<file path="config.mk">
export PLATFORM = sky130hd
export DESIGN_NAME = dpram_fifo_ctrl
export DESIGN_NICKNAME = d
export VERILOG_FILES = /design/src/rtl/dpram_pkg.sv /design/src/rtl/dpram_fifo_ctrl.sv
export SDC_FILE = /design/constraint.sdc
export NUM_CORES = 1
export LEC_CHECK = 0
export ABC_AREA = 1
export CORE_MARGIN = 4
export CORE_UTILIZATION = 34
export CTS_CLUSTER_SIZE = 24
export DETAILED_ROUTE_END_ITERATION = 8
export GPL_TIMING_DRIVEN = 0
export PLACE_DENSITY = 0.79
export SETUP_SLACK_MARGIN = 0.2
export SLEW_MARGIN = 10
export SYNTH_ARGS = -nofsm -noshare
export SYNTH_HDL_FRONTEND = slang
export SYNTH_SLANG_ARGS = --single-unit
</file>
<file path="constraint.sdc">
create_clock -name clk -period 1.9 [get_ports clk]
set_input_delay 0.475 -clock clk [delete_from_list [all_inputs] [get_ports clk]]
set_output_delay 0.475 -clock clk [all_outputs]
set_load 0.01 [all_outputs]
</file>
<file path="src/rtl/dpram_pkg.sv">
// Shared constants for the 16x8 dual-port RAM and the FIFO controller in front of it.
package dpram_pkg;

  localparam int unsigned DPRAM_DW           = 8;
  localparam int unsigned DPRAM_AW           = 4;
  localparam int unsigned DPRAM_DEPTH        = 1 << DPRAM_AW;
  localparam int unsigned DPRAM_PTR_W        = DPRAM_AW;
  localparam int unsigned DPRAM_CNT_W        = DPRAM_AW + 1;
  localparam int unsigned DPRAM_AFULL_THRESH = 12;

  typedef logic [DPRAM_PTR_W-1:0] dpram_ptr_t;
  typedef logic [DPRAM_CNT_W-1:0] dpram_cnt_t;

endpackage

</file>
<file path="src/rtl/dpram_fifo_ctrl.sv">
// Synchronous FIFO controller driving dual_port_ram (port A write, port B look-ahead read).
// Optional fill_level/almost_full outputs enabled by defining DPRAM_FIFO_LEVEL_EN.
module dpram_fifo_ctrl
  import dpram_pkg::*;
#(
  parameter int unsigned DW           = DPRAM_DW,
  parameter int unsigned AW           = DPRAM_AW,
  parameter int unsigned AFULL_THRESH = DPRAM_AFULL_THRESH
) (
  input  logic          clk,
  input  logic          rst,
  input  logic          flush,
  input  logic          wr_valid,
  output logic          wr_ready,
  input  logic [DW-1:0] wr_data,
  output logic          rd_valid,
  input  logic          rd_ready,
  output logic [DW-1:0] rd_data,
  output logic          ram_we_a,
  output logic [AW-1:0] ram_addr_a,
  output logic [DW-1:0] ram_din_a,
  output logic          ram_we_b,
  output logic [AW-1:0] ram_addr_b,
  output logic [DW-1:0] ram_din_b,
  input  logic [DW-1:0] ram_dout_b
`ifdef DPRAM_FIFO_LEVEL_EN
  ,
  output logic [AW:0]   fill_level,
  output logic          almost_full
`endif
);

  localparam int unsigned   DEPTH     = 1 << AW;
  localparam logic [AW:0]   DEPTH_CNT = {1'b1, {AW{1'b0}}};
  localparam logic [AW:0]   CNT_ONE   = {{AW{1'b0}}, 1'b1};
  localparam logic [AW-1:0] PTR_ONE   = {{(AW-1){1'b0}}, 1'b1};

  if (AFULL_THRESH > DEPTH) begin : g_thresh_chk
    $error("AFULL_THRESH exceeds FIFO depth");
  end

  logic [AW-1:0] wr_ptr_q, wr_ptr_d;
  logic [AW-1:0] rd_ptr_q, rd_ptr_d;
  logic [AW:0]   count_q, count_d;
  logic          rd_valid_q, rd_valid_d;
  logic          push, pop;

  assign wr_ready = (count_q != DEPTH_CNT) & ~rst;
  assign push     = wr_valid & wr_ready;
  assign pop      = rd_valid_q & rd_ready;

  assign ram_we_a   = push & ~flush;
  assign ram_addr_a = wr_ptr_q;
  assign ram_din_a  = wr_data;
  assign ram_we_b   = 1'b0;
  assign ram_din_b  = '0;
  // Look ahead one slot on pop so the next head is already registered in the RAM.
  assign ram_addr_b = pop ? (rd_ptr_q + PTR_ONE) : rd_ptr_q;
  assign rd_data    = ram_dout_b;
  assign rd_valid   = rd_valid_q;

  always_comb begin
    wr_ptr_d   = wr_ptr_q;
    rd_ptr_d   = rd_ptr_q;
    count_d    = count_q;
    rd_valid_d = 1'b0;
    if (flush) begin
      wr_ptr_d = '0;
      rd_ptr_d = '0;
      count_d  = '0;
    end else begin
      if (push) wr_ptr_d = wr_ptr_q + PTR_ONE;
      if (pop)  rd_ptr_d = rd_ptr_q + PTR_ONE;
      if (push && !pop)      count_d = count_q + CNT_ONE;
      else if (pop && !push) count_d = count_q - CNT_ONE;
      // Only entries committed before this cycle may become visible, which hides
      // the same-cycle read-during-write hazard on the RAM.
      rd_valid_d = pop ? (count_q != CNT_ONE) : (count_q != '0);
    end
  end

  always_ff @(posedge clk) begin
    if (rst) begin
      wr_ptr_q   <= '0;
      rd_ptr_q   <= '0;
      count_q    <= '0;
      rd_valid_q <= 1'b0;
    end else begin
      wr_ptr_q   <= wr_ptr_d;
      rd_ptr_q   <= rd_ptr_d;
      count_q    <= count_d;
      rd_valid_q <= rd_valid_d;
    end
  end

`ifdef DPRAM_FIFO_LEVEL_EN
  logic almost_full_q, almost_full_d;

  assign almost_full_d = int'(count_d) >= int'(AFULL_THRESH);
  assign fill_level    = count_q;
  assign almost_full   = almost_full_q;

  always_ff @(posedge clk) begin
    if (rst) almost_full_q <= 1'b0;
    else     almost_full_q <= almost_full_d;
  end
`endif

endmodule

</file>
# ---- Word level (Yosys, flattened, before mapping)
# Cells that the tools add are included.
dict set report totals {
  ff_bits 14
  output_inout_bits 36
  input_bits 21
  word_cells 27
}
dict set report classes {
  n_addsub 4
  n_reduce_logical 7
  n_mux 4
  bitwise_logic 6
  eq_ne 2
}
# cell n
set op_table {}
lappend op_table {{two-way mux 5 bit} 2}
lappend op_table {{adder 4 x 1 -> 4 bit (second input constant)} 2}
lappend op_table {{adder 5 x 1 -> 5 bit (second input constant)} 1}
lappend op_table {{inequality test 5 x 1 -> 1 bit (second input constant)} 1}
lappend op_table {{inequality test 5 bit (second input constant)} 1}
lappend op_table {{nonzero test 5 bit} 1}
lappend op_table {{subtractor 5 x 1 -> 5 bit (second input constant)} 1}
lappend op_table {{AND 1 bit} 4}
lappend op_table {{two-way mux 4 bit} 1}
lappend op_table {{logical AND 1 bit} 2}
lappend op_table {{logical NOT 1 bit} 2}
lappend op_table {{inverter 1 bit} 2}
lappend op_table {{nonzero test 2 bit} 1}
lappend op_table {{OR reduction 2 bit} 1}
lappend op_table {{two-way mux 1 bit} 1}

# ---- Longest topological paths before layout
# Gate-level depths: netlist of run 1.
dict set report depth {
  depth_word 7
  ltp_mapped 12
  ltp_nobuf 12
}

# ---- Least setup slack after synthesis of run 1
# Ideal clock, no wire load.
dict set report synth_timing {
  kind {register -> register}
  from {register count_q[0]}
  to {register count_q[2]}
  required_ps 1781
  setup_ps 119
  t_arrival_ps 1665
  path_stages_with_launch 13
  path_slack_ps 116
  cell_sequence {dfxtp_1 -> inv_1 -> ha_1 -> nand3_2 -> nand2_2 -> nor2_4 -> ha_1 -> inv_1 -> nand2_1 -> nand2_1 -> nand2_1 -> o21ai_0 -> a21oi_1}
}
dict set report synth_between {
  elab_chain_len 6
}
# element line
set synth_lines {}
lappend synth_lines {{start, declared} dpram_fifo_ctrl.sv:44} ;# logic [AW:0] count_q, count_d;
lappend synth_lines {{start signal, assigned} dpram_fifo_ctrl.sv:91} ;# count_q <= count_d;
lappend synth_lines {{branches (longest 6 deep; another with subtractor 5 x 1 -> 5 bit)} n/a}
# Parallel ways; which one is timed is not known. The select of a mux whose other input is x is not followed.
# A chain may end at the register's enable or synchronous reset.

# ---- Worst setup path in the final report of run 1
dict set report layout_timing {
  from {register count_q[0]}
  to {output ram_we_a}
}
dict set report layout_between {
  elab_chain_len 4
}
# element line
set layout_lines {}
lappend layout_lines {{inequality test 5 bit} dpram_fifo_ctrl.sv:48} ;# assign wr_ready = (count_q != DEPTH_CNT) & ~rst;
lappend layout_lines {{AND 1 bit} dpram_fifo_ctrl.sv:48}
lappend layout_lines {{AND 1 bit} dpram_fifo_ctrl.sv:49} ;# assign push = wr_valid & wr_ready;
lappend layout_lines {{AND 1 bit} dpram_fifo_ctrl.sv:52} ;# assign ram_we_a = push & ~flush;
lappend layout_lines {{end, declared} dpram_fifo_ctrl.sv:19} ;# output logic ram_we_a,
# Every way passes these cells.

==> results of run 1 <==
[sequential cells by signal (all words and copies together), names as in the netlist]
name,cells
ram_addr_a,4
rd_valid,1
count_q,5
rd_ptr_q,4
[cells in the final DEF, fill, tap and decap left out, drive strengths merged]
cell / instances
a21oi: 11
buf: 51
clkbuf: 4
clkdlybuf4s50: 17
conb: 9
dfxtp: 14
dlygate4sd2: 3
dlymetal6s2s: 4
ha: 7
inv: 19
nand2: 25
nand3: 7
nand4: 3
nor2: 11
o21ai: 5
or2: 1
xnor2: 4
xor2: 1
[metal layers]
metal | global-route usage (%) | up-vias | share of wire [%]
met3 | 2.306 | 6 | 8.3
met2 | 21.97 | 48 | 49
met4 | 7.273 | 0 | 2.6
met1 | 15.95 | 431 | 40
li1 | - | 511 | -
met5 | 0 | - | 0
[through the flow]
step | util [%] | hold WS, ns
after floorplan | - | 0.4813
after global placement | 49.59 | 0.4816
after detailed placement | 49.59 | 0.4864
after CTS | 56.99 | 0.4975
after global routing | 60.48 | 0.5305
final | 60.48 | 0.4933
[logic make-up after synthesis]
group / Yosys count
simple gates: 47
xor+xnor: 5
compound gates: 16
buf+inv: 44
other cells: 1
fa+ha+maj: 7
flops: 14
[path summary, 6_finish.rpt]
check                              startpoint       endpoint  slack (ns)  depth (start not counted)
worst min-delay path            ram_addr_a[3]  ram_addr_a[3]        0.49                          2
worst min register to register  ram_addr_a[3]  ram_addr_a[3]        0.49                          2
worst max register to register     count_q[0]     count_q[2]        0.21                         12
worst max-delay path               count_q[0]       ram_we_a        0.18                          6
[worst register-to-register path, delay by kind of cell, from the launching register on]
family          cells  cell delay (ns)
compound gates      2             0.17
fa+ha+maj           2             0.39
buf+inv             2             0.13
flops               1             0.37
simple gates        6             0.53
[timing repair]
action                                  CTS  global route
pin swaps                                11            11
hold endpoints to repair                  0             0
setup buffers                            16             3
endpoints found under the setup margin   12            12
gates resized for setup                  56            23
[power by group through the flow]
stage / registers [mW] / logic, mW / clock network [mW]
detailed placement: 0.318 / 0.203 / 0
floorplan: 0.318 / 0.130 / 0
finish: 0.312 / 0.258 / 0.227
global placement: 0.318 / 0.201 / 0
global route: 0.313 / 0.279 / 0.244
CTS: 0.314 / 0.229 / 0.225
[area by class of cell]
type | count | area [um2]
tap | 31 | 38.79
multi-input combinational | 84 | 591.8
buffer | 25 | 187.7
fill | 225 | 1090
inverter | 19 | 81.33
clock buffer | 4 | 36.28
timing repair buffer | 50 | 436.7
sequential | 14 | 295.3
==> qor.csv, run 1 <==
metric;value;unit
H-tree levels;1;
CTS Hold Bufs;0;
Setup WS post-layout;0.1778;ns
first-pass GRT wire length;3657;um
Worst Path Required;1.42;ns
complex-gate fraction of the synthesized area;8.216;%
synthesis-stage register bit count;14;
vias in the first global route;802;
Post-synth EDFFs;0;
cell area power density;477.8;nW/um2
Antenna Cells;0;
Pre-antenna DRT Iters;4;
crit-path cells;inv_4, ha_4, nand3_4, nand3_4, nor2_1, buf_2;
DRC;0;
RSZ-0062 raised after global routing;true;
Synth Warn #;0;
clock transition at the registers of the reported paths;0.09;ns
adder-cell share of the synthesized area;8.986;%
synthesized area;974.7;um2
Worst path max stage delay;0.37;ns
commonest cells in the netlist;25 x buf_4, 23 x nand2_1, 18 x inv_1;
XOR/XNOR Fraction of Synth Area;4.493;%
core footprint;2758;um2
Area Growth Syn to Fin;71.12;%
most frequent cell after synthesis;buf_4;
post-synthesis area per instance;7.274;um2
simple-gate portion of the synthesized area;22.59;%
final setup vio count;0;
Die Wd;61.54;um
grt total ovfl;0;
Total GRT Usage;13.19;%
# Max-Cap Violations;0;
Final Critical Period;1.722;ns
WL/cell;11.60;um
initial DRC count;36;
Synth area leader;dfxtp_1;
Synth async-reset ratio;0;%
Worst path most repeated cell;nand3_4;
Synth Flop Type;dfxtp_1;
drt via density;4.388;
GP Congestion;0.7805;
post-synthesis mux area share;0;%
Seq/Total Area, Yosys;28.75;%
CP Class;flop to output pin;
Synth area leaders;dfxtp_1 29%, buf_4 19%, ha_1 9.0%, nand2_1 8.9%, inv_1 6.9%;
leakage power;0.8784;nW
Final period util;90.64;%
Total Wirelength;2633;um
Max Clk Rate;0.5807;GHz
layout cells sized above 1;46.43;%
NetSw;0.2392;mW
fin area;1668;um2
DP HPWL;1596;um
Starting Density;35.34;%
Cell variety after synth;20;
critical path peak fanout;3;
final count of hold timing violations;0;
Port-buffer cells;31;
slowest CP cell;dfxtp_2;
Clk pwr share;28.5;%
Switching Share;30.01;%
setup TNS;0;ns
CP Launch Type;flop;
status;finished clean;
CTS buffer count;3;
crit end category;output pin;
die footprint;3787;um2
Setup WS pre-CTS;-0.5521;ns
post-route ant nets;0;
Setup Skew;0.001144;ns
Final Slew Violations;0;
CTS tree;done;
placed insts;204;
main combinational cell family by area after synthesis;buffers and inverters;
initial antenna violation count;0;
worst path bufs/invs;2;
DR vias;996;
top-area cell type share of the netlist area;28.75;%
Clock Root Buffer;clkbuf_4;
Num Clock Sinks;14;
worst skew pair latency;0.29;ns
delay-heaviest family, CP;flip-flops;
pin count of the biggest net entering global routing;11;
Die Span Y;61.54;um
Design Power;0.7969;mW
Placed Area;1368;um2
HP Class;flop to flop;
Mapped Cells;134;
io pins;57;
Clock Path Buffers;2;
row cnt;19;
Worst EP arrival;1.25;ns
P_int;0.5578;mW
Peak VDD IR;300.0;uV
Comb power frac;32.4;%
final cell count without fillers;227;
Seq pwr share;39.1;%
Total Nets Final;225;
Note: power is estimated with default switching activity, not from simulation.
==> run 2, diff against run 1 <==
- MAX_ROUTING_LAYER: not set -> met4
- RECOVER_POWER: not set -> 50
==> qor.csv, run 2 (same netlist as run 1, synthesis figures left out) <==
metric;value;unit
Largest register FFs;5;
worst skew pair latency;0.29;ns
Port-buffer cells;31;
Num Clock Sinks;14;
final setup vio count;0;
Final Slew Violations;0;
layout cells sized above 1;45.92;%
Final period util;90.91;%
critical path peak fanout;3;
DP HPWL;1596;um
Max Clk Rate;0.5790;GHz
DRC;0;
worst path bufs/invs;2;
CTS buffer count;3;
WL/cell;11.63;um
Total Wirelength;2639;um
first-pass GRT wire length;3657;um
drt via density;4.396;
Clock Path Buffers;2;
RSZ-0062 raised after global routing;true;
die footprint;3787;um2
leakage power;0.8058;nW
Die Span Y;61.54;um
GP Congestion;0.7912;
Final Critical Period;1.727;ns
Starting Density;35.34;%
H-tree levels;1;
Peak VDD IR;300.0;uV
cell area power density;478.7;nW/um2
HP Class;flop to flop;
clock transition at the registers of the reported paths;0.09;ns
final count of hold timing violations;0;
grt total ovfl;0;
# Max-Cap Violations;0;
Worst EP arrival;1.25;ns
Setup WS pre-CTS;-0.5521;ns
pin count of the biggest net entering global routing;11;
Worst Path Required;1.42;ns
placed insts;204;
initial DRC count;36;
DR vias;998;
Total GRT Usage;13.60;%
most frequent cells in the layout;44 x buf_4, 18 x nand2_1, 13 x inv_1;
commonest non-fill, non-tap cell in the layout;buf_4;
core footprint;2758;um2
Area Growth Syn to Fin;70.09;%
slowest CP cell;dfxtp_2;
CP Launch Type;flop;
CTS Hold Bufs;0;
Setup WS post-layout;0.1727;ns
CP Class;flop to output pin;
vias in the first global route;802;
final cell count without fillers;227;
io pins;57;
Worst path most repeated cell;nand3_4;
row cnt;19;
CTS tree;done;
Antenna Cells;0;
Die Wd;61.54;um
status;finished clean;
Largest Register;count_q;
Clock Root Buffer;clkbuf_4;
crit-path cells;inv_4, ha_4, nand3_4, nand3_4, nor2_1, buf_2;
final hold slack;0.4959;ns
delay-heaviest family, CP;flip-flops;
initial antenna violation count;0;
Worst path max stage delay;0.37;ns
Total Nets Final;225;
Setup Skew;0.0009918;ns
Pre-antenna DRT Iters;4;
post-route ant nets;0;
crit end category;output pin;
run 2: cell type report:
type | count | area [um2]
sequential | 14 | 295.3
buffer | 25 | 187.7
fill | 229 | 1100
clock buffer | 4 | 36.28
multi-input combinational | 84 | 591.8
timing repair buffer | 50 | 426.7
tap | 31 | 38.79
inverter | 19 | 81.33
run 2: worst min-delay path, cell delays in order (launching register included):
cell and delay (ns):
dfxtp_1 0.34, nand2_1 0.07, a21oi_1 0.05
run 2: through the flow:
stage	total power, mW	instance area [um2]	utilization (%)	setup TNS (ns)
6_report	0.7937	1658	60.12	0
2_1_floorplan	0.4480	1018	-	0
4_1_cts	0.7676	1572	56.99	0
3_5_place_dp	0.5210	1368	49.59	-3.197
5_1_grt	0.8331	1658	60.12	0
3_3_place_gp	0.5185	1368	49.59	-3.130
run 2: per-layer routing:
layer | vias to the layer above | GRT usage (%) | part of all wire (%)
met3 | 6 | 2.306 | 7.6
li1 | 512 | - | -
met2 | 48 | 21.97 | 49
met5 | - | - | 0
met1 | 432 | 15.95 | 40
met4 | 0 | 7.273 | 2.6
run 2: path summary, 6_finish.rpt:
| kind | from | end | slack, ns | cells after the start |
|---|---|---|---|---|
| max | count_q[0] | ram_we_a | 0.17 | 6 |
| min | ram_addr_a[3] | ram_addr_a[3] | 0.50 | 2 |
| max reg2reg | count_q[0] | count_q[2] | 0.20 | 12 |
| min reg2reg | ram_addr_a[3] | ram_addr_a[3] | 0.50 | 2 |
run 2: timing repair:
| action | 4_1_cts | 5_1_grt |
|---|---|---|
| endpoints found under the hold margin | 0 | 0 |
| pin swaps | 11 | 11 |
| setup endpoints to repair | 12 | 12 |
| setup buffers | 16 | 3 |
| gates resized for setup | 56 | 23 |
run 2: where the power goes:
| group | total (mW) | switching (mW) | leakage, nW | internal (mW) |
|---|---|---|---|---|
| logic | 0.254 | 0.117 | 0.667 | 0.137 |
| clock network | 0.227 | 0.110 | 0.0210 | 0.117 |
| registers | 0.312 | 0.0115 | 0.118 | 0.301 |
| total | 0.794 | 0.239 | 0.806 | 0.555 |
==> run 3, diff against run 2 <==
- HOLD_SLACK_MARGIN: not set -> 0.15
==> results of run 3 <==
The final DEF is identical to that of run 2; final timing and power are the same.
